**src/rtl/fir_pkg.sv**
```systemverilog
// Shared types for the two-parallel FIR datapath: sample width, (even, odd) pair, deinterleave phase.
// Latency: n/a (types and helpers only).
// Backpressure: n/a.
// Used by the deinterleaver, the two-parallel filter and its output serializer.
package fir_pkg;

  localparam int SAMPLE_W = 16;

  // One filter-feed beat: x(2k) on even, x(2k+1) on odd; last closes a frame.
  typedef struct packed {
    logic signed [SAMPLE_W-1:0] even;
    logic signed [SAMPLE_W-1:0] odd;
    logic                       last;
  } sample_pair_t;

  typedef enum logic {PH_EVEN, PH_ODD} deint_phase_t;

  function automatic sample_pair_t make_pair(input logic [SAMPLE_W-1:0] even,
                                             input logic [SAMPLE_W-1:0] odd,
                                             input logic                last);
    sample_pair_t p;
    p.even = even;
    p.odd  = odd;
    p.last = last;
    return p;
  endfunction

endpackage

```
**src/rtl/fir_sample_deinterleaver_pair_fifo.sv**
```systemverilog
// Synchronous circular FIFO of sample_pair_t with occupancy count.
// Latency: a pushed entry is visible at head on the next clock; no bypass.
// Backpressure: caller must not push when full or pop when empty; clear empties it in one cycle.
// Ports: clk, rst (async, active-high), clear (sync), push/push_data, pop,
//        head (entry at read pointer), count, full, empty.
module pair_fifo
  import fir_pkg::*;
#(
  parameter int DEPTH = 4
) (
  input  logic                     clk,
  input  logic                     rst,
  input  logic                     clear,
  input  logic                     push,
  input  sample_pair_t             push_data,
  input  logic                     pop,
  output sample_pair_t             head,
  output logic [$clog2(DEPTH):0]   count,
  output logic                     full,
  output logic                     empty
);

  localparam int AW = $clog2(DEPTH);
  localparam int CW = AW + 1;

  sample_pair_t    mem [DEPTH];
  logic [AW-1:0]   wr_ptr;
  logic [AW-1:0]   rd_ptr;

  // DEPTH is a power of two, so the pointers wrap by natural overflow.
  always_ff @(posedge clk or posedge rst) begin
    if (rst) begin
      wr_ptr <= '0;
      rd_ptr <= '0;
      count  <= '0;
    end else if (clear) begin
      wr_ptr <= '0;
      rd_ptr <= '0;
      count  <= '0;
    end else begin
      if (push) wr_ptr <= wr_ptr + 1'b1;
      if (pop)  rd_ptr <= rd_ptr + 1'b1;
      case ({push, pop})
        2'b10:   count <= count + 1'b1;
        2'b01:   count <= count - 1'b1;
        default: count <= count;
      endcase
    end
  end

  // Storage is never read while empty, so it needs no reset.
  always_ff @(posedge clk) begin
    if (push) mem[wr_ptr] <= push_data;
  end

  assign head  = mem[rd_ptr];
  assign full  = (count == CW'(DEPTH));
  assign empty = (count == '0);

endmodule

```
**src/rtl/fir_sample_deinterleaver.sv**
```systemverilog
// Pairs a serial sample stream into (x(2k), x(2k+1)) beats for the two-parallel FIR, zero-padding odd frame ends.
// Latency: a pair appears with m_valid one clock after the accept that completes it.
// Backpressure: s_ready from the registered FIFO count only; a full FIFO stalls input even if popped that cycle.
// Ports: clk, rst (async, active-high), flush (sync clear);
//        s_valid/s_ready/s_data/s_last  serial sample input;
//        m_valid/m_ready/m_even/m_odd/m_last  pair output;
//        pad_pulse  one-cycle strobe when a zero odd sample was inserted;
//        fifo_level pairs currently stored.
// DATA_W must equal fir_pkg::SAMPLE_W; data passes through unmodified.
module fir_sample_deinterleaver
  import fir_pkg::*;
#(
  parameter int DATA_W     = 16,
  parameter int FIFO_DEPTH = 4
) (
  input  logic                          clk,
  input  logic                          rst,
  input  logic                          flush,
  input  logic                          s_valid,
  output logic                          s_ready,
  input  logic [DATA_W-1:0]             s_data,
  input  logic                          s_last,
  output logic                          m_valid,
  input  logic                          m_ready,
  output logic [DATA_W-1:0]             m_even,
  output logic [DATA_W-1:0]             m_odd,
  output logic                          m_last,
  output logic                          pad_pulse,
  output logic [$clog2(FIFO_DEPTH):0]   fifo_level
);

  deint_phase_t  phase;
  logic [DATA_W-1:0] hold;
  logic          run;      // low in reset, high from the first clock after release
  logic          accept;
  logic          pop;
  logic          push;
  logic          full;
  logic          empty;
  sample_pair_t  push_pair;
  sample_pair_t  head;
  sample_pair_t  shown;    // last head presented, held while the FIFO is empty
  sample_pair_t  out_pair;

  assign s_ready = run & ~full & ~flush;
  assign accept  = s_valid & s_ready;
  assign m_valid = ~empty;
  assign pop     = m_valid & m_ready;

  // A pair is pushed on the odd sample, or on an even sample that ends a frame (zero odd).
  always_comb begin
    push      = 1'b0;
    push_pair = '0;
    if (accept) begin
      if (phase == PH_ODD) begin
        push      = 1'b1;
        push_pair = make_pair(hold, s_data, s_last);
      end else if (s_last) begin
        push      = 1'b1;
        push_pair = make_pair(s_data, '0, 1'b1);
      end
    end
  end

  always_ff @(posedge clk or posedge rst) begin
    if (rst) begin
      run       <= 1'b0;
      phase     <= PH_EVEN;
      hold      <= '0;
      pad_pulse <= 1'b0;
      shown     <= '0;
    end else begin
      run       <= 1'b1;
      pad_pulse <= accept & (phase == PH_EVEN) & s_last;
      if (!empty) shown <= head;
      if (flush) begin
        phase <= PH_EVEN;
        hold  <= '0;
      end else if (accept) begin
        case (phase)
          PH_EVEN: begin
            if (!s_last) begin
              hold  <= s_data;
              phase <= PH_ODD;
            end
          end
          PH_ODD:  phase <= PH_EVEN;
          default: phase <= PH_EVEN;
        endcase
      end
    end
  end

  pair_fifo #(
    .DEPTH (FIFO_DEPTH)
  ) u_pair_fifo (
    .clk       (clk),
    .rst       (rst),
    .clear     (flush),
    .push      (push),
    .push_data (push_pair),
    .pop       (pop),
    .head      (head),
    .count     (fifo_level),
    .full      (full),
    .empty     (empty)
  );

  assign out_pair = empty ? shown : head;
  assign m_even   = out_pair.even;
  assign m_odd    = out_pair.odd;
  assign m_last   = out_pair.last;

endmodule

```
**config.mk**
```make
export PLATFORM = sky130hd
export DESIGN_NAME = fir_sample_deinterleaver
export DESIGN_NICKNAME = d
export VERILOG_FILES = /design/src/rtl/fir_pkg.sv /design/src/rtl/fir_sample_deinterleaver_pair_fifo.sv /design/src/rtl/fir_sample_deinterleaver.sv
export SDC_FILE = /design/constraint.sdc
export NUM_CORES = 1
export LEC_CHECK = 0
export BUFFER_PORTS_ARGS = -buffer_cell sky130_fd_sc_hd__buf_2
export CAP_MARGIN = 20
export CORE_ASPECT_RATIO = 1.2
export CORE_UTILIZATION = 54
export CTS_BUF_LIST = sky130_fd_sc_hd__clkbuf_16
export DETAILED_ROUTE_END_ITERATION = 12
export GPL_TIMING_DRIVEN = 0
export PLACE_DENSITY = 0.76
export SETUP_SLACK_MARGIN = 0.05
export SYNTH_ARGS = -nofsm -noshare
export SYNTH_HDL_FRONTEND = slang
export SYNTH_HIERARCHICAL = 1
export SYNTH_SLANG_ARGS = --single-unit
```
**constraint.sdc**
```tcl
create_clock -name clk -period 2.65 [get_ports clk]
set_input_delay 0.265 -clock clk [delete_from_list [all_inputs] [get_ports clk]]
set_output_delay 0.265 -clock clk [all_outputs]
set_load 0.02 [all_outputs]
```
==> flow_summary.ini, run 1 <==
[route]
antenna_left = 0
vias_per_cell = 5.81
via_count = 3827
drc = 0
drt-wirelength-per-cell_um = 21.6
dr.pass1.iters = 5
wl_um = 14300
drtIter0Drc = 241

[sta]
worst_hold_slack_ps = 112
setup_ws_ps = 148
worst_pin_slew_ps = 708
slew_headroom = 0.525
setup_tns_ps = 0
finalCritPeriodShare = 0.944
fin_crit_ps = 2500
setup_violations = 0
hold_viol = 0
finalMaxSlewViolations = 0
clock_skew_ps = 9.52
rsz0062_at_grt = true
timing.fmax_ghz = 0.400

[floorplan]
rows = 47
core_area_sq_um = 13800
die_w_um = 111
start_util = 0.554
die_y_um = 132
io_pins = 61
die_area_sq_um = 14700

[setup_path]
path_common_cell = nor3b_2
reg2reg_to = u_pair_fifo/count[2]
worstSetupEndpointType = flop
cp_slowest_cell = dfrtp_1
path_max_fanout = 10
critPathKind = reg -> reg
startpoint = u_pair_fifo/count[2]
required_ps = 2960
startpoint_type = flop
r2r-start = u_pair_fifo/count[2]
worstPathCellList = nor3b_2 -> nand3b_4 -> nor3b_4 -> or2_2 -> clkbuf_4 -> nor2b_1 -> fa_1 -> nor3b_2 -> o21ai_0 -> nor3b_2
r2r_cells = 10
cpPeakStageDelay_ps = 420
crit_end = u_pair_fifo/count[2]
rrSetupSlack_ps = 150
worstPathArrival_ps = 2810

[synth]
ys_types = 34
synth_edf_count = 132
yosysWarnings = 6
async_flop_share = 0.309
ys_ff_latch = 191
ys_seq_area_frac = 0.711
ys_dominant_reg_cell = edfxtp_1
avgSynthCellArea_sq_um = 19.6
syn_nets = 418
synth_cells = 391
synth_area_sq_um = 7650

[cts]
cts_buffer_depth = 2
clock_latency_ps = 430
cts_buffers = 17
cts.sinks = 191
cts.htree.levels = 4
path_clk_slew_ps = 60
cts_tree = built
cts_root_buffer = clkbuf_16

[grt]
grt_pass1_vias = 4124
gr-total-overflow = 0
met2_usage = 0.346
met3_usage = 0.0421
grt_max_degree = 34
grt_antenna_before_repair = 0
use_met1 = 0.265
track_usage = 0.208
grt_pass1_wl_um = 22300
busiest_layer = met2

[finish]
instances_no_fill = 659
fin_area_sq_um = 8820
diodes = 0
utilization = 0.638
area_growth_syn_to_layout_pct = 15.2
layout-drive-gt1-share = 0.402
layout.nets = 502
fill_cells = 946

[place]
hpwl_um = 8900
port_buffers = 60
gp_congestion = 0.725
dpl-instance-area_sq_um = 8190
post-place-cells = 623
pre_cts_ws_ps = -691

[hold_path]
hold-path-cell-count = 2
min-delay-path-class = in -> reg

[power]
powerDensity_nw_per_um2 = 1000
p_total_mw = 8.86
max-vdd-ir-drop_mv = 0.766
p_leak_nw = 3.46

[outcome]
status = complete, no violations

[run]
drv_cap = 0
## final cells by class
class | count | area (sq um) | share of cell area
Tap cell | 171 | 214 | 0.0243
Inverter | 5 | 18.8 | 0.00213
Clock buffer | 17 | 425 | 0.0482
Buffer | 20 | 179 | 0.0203
Clock inverter | 15 | 92.6 | 0.0105
Multi-Input combinational cell | 174 | 2080 | 0.235
Timing Repair Buffer | 66 | 373 | 0.0423
Sequential cell | 191 | 5440 | 0.617
## worst max-delay path: cells and delay by family (launching register included)
| family | cells | cell delay, ps |
|---|---|---|
| AO/OA/AOI/OAI | 1 | 90 |
| adder cells (fa/ha/maj) | 1 | 400 |
| buffers and inverters | 1 | 200 |
| flip-flops | 1 | 420 |
| AND/OR/NAND/NOR | 7 | 1260 |
## routing by layer
metal	up-vias	part of all wire
met5	-	0
met4	0	0.023
met3	24	0.045
met2	119	0.53
met1	2004	0.40
li1	1680	-
## power by group
group	switching, mW	internal (mW)
combinational	1.60	1.39
clock	0.993	1.25
sequential	0.106	3.52
## flip-flops by register name, summed over array words and instances (netlist names), 2 cells and up
name                count
u_pair_fifo/mem       132
shown                  33
hold                   16
u_pair_fifo/count       3
u_pair_fifo/rd_ptr      2
u_pair_fifo/wr_ptr      2
## placed cells by master, fill, tap and decap left out, drive strengths merged, types with 2 or more instances in the layout
| cell | Yosys | layout |
|---|---|---|
| clkinv | 0 | 6 |
| nand2 | 2 | 2 |
| xnor2 | 3 | 3 |
| mux2i | 2 | 2 |
| mux4 | 33 | 33 |
| nor3b | 5 | 5 |
| and2 | 20 | 20 |
| dfrtp | 59 | 59 |
| clkinvlp | 0 | 2 |
| a22o | 16 | 16 |
| edfxtp | 132 | 132 |
| buf | 15 | 80 |
| clkbuf | 6 | 22 |
| nor3 | 3 | 3 |
| inv | 5 | 11 |
| mux2 | 49 | 49 |
| nor2 | 7 | 7 |
| ha | 4 | 4 |
| xor2 | 2 | 2 |
| nor2b | 18 | 18 |
## cells in the mapped netlist, types with 4 or more instances
| library cell | n | area share |
|---|---|---|
| ha_1 | 4 | 0.0065 |
| nor2b_1 | 18 | 0.015 |
| mux2_4 | 10 | 0.020 |
| buf_2 | 7 | 0.0046 |
| mux4_1 | 5 | 0.017 |
| nor2_1 | 7 | 0.0034 |
| inv_1 | 5 | 0.0025 |
| mux2_2 | 39 | 0.057 |
| buf_12 | 4 | 0.010 |
| dfrtp_1 | 59 | 0.19 |
| mux4_2 | 28 | 0.082 |
| a22o_1 | 16 | 0.018 |
| and2_1 | 20 | 0.016 |
| nor3b_1 | 5 | 0.0049 |
| clkbuf_1 | 6 | 0.0029 |
| edfxtp_1 | 132 | 0.52 |
## cell families (layout without fill, tap and decap cells)
family / Yosys count / count (layout) / share of synthesized area
flops: 191 / 191 / 0.711
mux: 84 / 84 / 0.179
simple gates: 61 / 61 / 0.0508
buf+inv: 26 / 123 / 0.0244
compound gates: 18 / 18 / 0.0196
fa+ha+maj: 5 / 5 / 0.00915
xor+xnor: 5 / 5 / 0.00572
other cells: 1 / 1 / 0.000490
## how the worst min path moves through the flow
stage / startpoint / end / slack, ps
detailed placement: rst / u_pair_fifo/wr_ptr[0] / 230
global route: s_data[14] / hold[14] / 110
floorplan: rst / u_pair_fifo/count[0] / 70
CTS: s_data[14] / hold[14] / 100
global placement: rst / u_pair_fifo/wr_ptr[0] / 200
finish: s_data[14] / hold[14] / 110
## timing repair
item,CTS,global route
buffers inserted,0,4
gates cloned,0,0
resized for setup,12,10
endpoints found under the setup margin,164,7
endpoints found under the hold margin,29,0
hold buffers,1,0
pin swaps,0,2
No activity file was read; power rests on OpenSTA's default activity.
==> run 2: changes to the inputs <==
--- a/config.mk
+++ b/config.mk
@@ -12,7 +12,7 @@
 export CTS_BUF_LIST = sky130_fd_sc_hd__clkbuf_16
 export DETAILED_ROUTE_END_ITERATION = 12
 export GPL_TIMING_DRIVEN = 0
-export PLACE_DENSITY = 0.76
+export PLACE_DENSITY_LB_ADDON = 0.1
 export SETUP_SLACK_MARGIN = 0.05
 export SYNTH_ARGS = -nofsm -noshare
 export SYNTH_HDL_FRONTEND = slang
==> flow_summary.ini, run 2 (synthesized netlist as in run 1, its figures left out) <==
[outcome]
status = complete, no violations

[setup_path]
rrSetupSlack_ps = 200
startpoint = u_pair_fifo/count[2]
critical_path_buf_inv_count = 1
path_max_fanout = 10
path_common_cell = nor3b_1
crit_end = u_pair_fifo/count[2]
cp_num_cells = 10
reg2reg_to = u_pair_fifo/count[2]
worstSetupEndpointType = flop
cp_slowest_cell = dfrtp_1
startpoint_type = flop
cpPeakStageDelay_ps = 410
worstPathArrival_ps = 2750
critPathKind = reg -> reg
cpLargestDelayFamily = simple AND/OR/NAND/NOR gates
worstPathCellList = nor3b_2 -> nand3b_4 -> nor3b_4 -> or2_2 -> clkbuf_4 -> nor2b_1 -> fa_1 -> nor3b_1 -> o21ai_0 -> nor3b_1
required_ps = 2950
r2r_cells = 10
r2r-start = u_pair_fifo/count[2]

[sta]
rsz0062_at_grt = false
worst_hold_slack_ps = 115
clock_skew_ps = 9.63
setup_violations = 0
setup_ws_ps = 197
finalCritPeriodShare = 0.926
timing.fmax_ghz = 0.408
hold_viol = 0
setup_tns_ps = 0
worst_pin_slew_ps = 591
finalMaxSlewViolations = 0
fin_crit_ps = 2450
slew_headroom = 0.606

[cts]
cts_buffers = 17
clock_latency_ps = 420
path_clk_slew_ps = 70
cts.sinks = 191
cts_root_buffer = clkbuf_16
cts_buffer_depth = 2
cts_tree = built
cts.htree.levels = 4

[route]
wl_um = 14000
drtIter0Drc = 211
vias_per_cell = 5.68
dr.pass1.iters = 4
drc = 0
via_count = 3732
drt-wirelength-per-cell_um = 21.3
antenna_left = 0

[finish]
layout-drive-gt1-share = 0.405
regMostFlops = u_pair_fifo/mem
utilization = 0.639
reg.largest.list = u_pair_fifo/mem: 132 flops, shown: 33 flops, hold: 16 flops
layout.nets = 500
largest_reg_flops = 132
layout_common_cells = edfxtp_1, buf_2, dfrtp_1
area_growth_syn_to_layout_pct = 15.4
layout_commonest_cell = edfxtp_1
diodes = 0

[place]
pre_cts_ws_ps = -554
port_buffers = 60
gp_congestion = 0.706
hpwl_um = 8900

[floorplan]
start_util = 0.554
die_area_sq_um = 14700
io_pins = 61
rows = 47
core_area_sq_um = 13800
die_y_um = 132
die_w_um = 111

[grt]
track_usage = 0.209
grt_max_degree = 34
gr-total-overflow = 0
grt_pass1_vias = 4014
grt_antenna_before_repair = 0
grt_pass1_wl_um = 22300

[power]
p_leak_nw = 3.46
p_total_mw = 9.00
max-vdd-ir-drop_mv = 0.801
powerDensity_nw_per_um2 = 1020

[hold_path]
min-delay-path-class = in -> reg

[run]
drv_cap = 0
## run 2: cell count changes in the layout (fill, tap and decap cells not counted), sizes merged
cell    delta
bufinv     +2
inv        -2
buf        -2
## run 2: where the power goes
part / total (mW) / leakage, nW / switching [mW] / internal, mW
clock: 2.50 / 0.295 / 1.03 / 1.46
combinational: 2.88 / 1.14 / 1.56 / 1.33
sequential: 3.62 / 2.03 / 0.0991 / 3.52
## run 2: cell type report
cell class / count / area (sq um)
Clock inverter: 15 / 156
Clock buffer: 17 / 425
Timing Repair Buffer: 63 / 338
Tap cell: 171 / 214
Inverter: 5 / 18.8
Buffer: 21 / 180
Fill cell: 989 / 4980
Sequential cell: 191 / 5440
Multi-Input combinational cell: 174 / 2060
## run 2: per-layer routing
| layer | up-vias | global-route usage | part of all wire |
|---|---|---|---|
| li1 | 1668 | - | - |
| met1 | 1954 | 0.261 | 0.42 |
| met2 | 95 | 0.357 | 0.53 |
| met3 | 15 | 0.0554 | 0.036 |
| met4 | 0 | 0.0644 | 0.012 |
| met5 | - | 0 | 0 |
## run 2: how the worst min path moves through the flow
stage	from	to	cells after the start
floorplan	rst	u_pair_fifo/count[0]	1
global placement	rst	u_pair_fifo/wr_ptr[1]	2
detailed placement	rst	u_pair_fifo/rd_ptr[1]	2
CTS	s_data[14]	hold[14]	2
global route	s_data[14]	hold[14]	2
finish	s_data[14]	hold[14]	2
## run 2: through the flow
| step | instances | instance area (sq um) |
|---|---|---|
| final | 657 | 8840 |
| after global routing | 657 | 8840 |
| after CTS | 656 | 8810 |
| after detailed placement | 623 | 8190 |
| after global placement | 622 | 8170 |
| after floorplan | 391 | 7660 |
## run 2: what timing repair did
action | 4_1_cts | 5_1_grt
endpoints found under the setup margin | 164 | 2
gates resized for setup | 12 | 7
buffers inserted | 0 | 1
pin swaps | 0 | 1
endpoints found under the hold margin | 26 | 0
hold buffers | 1 | 0
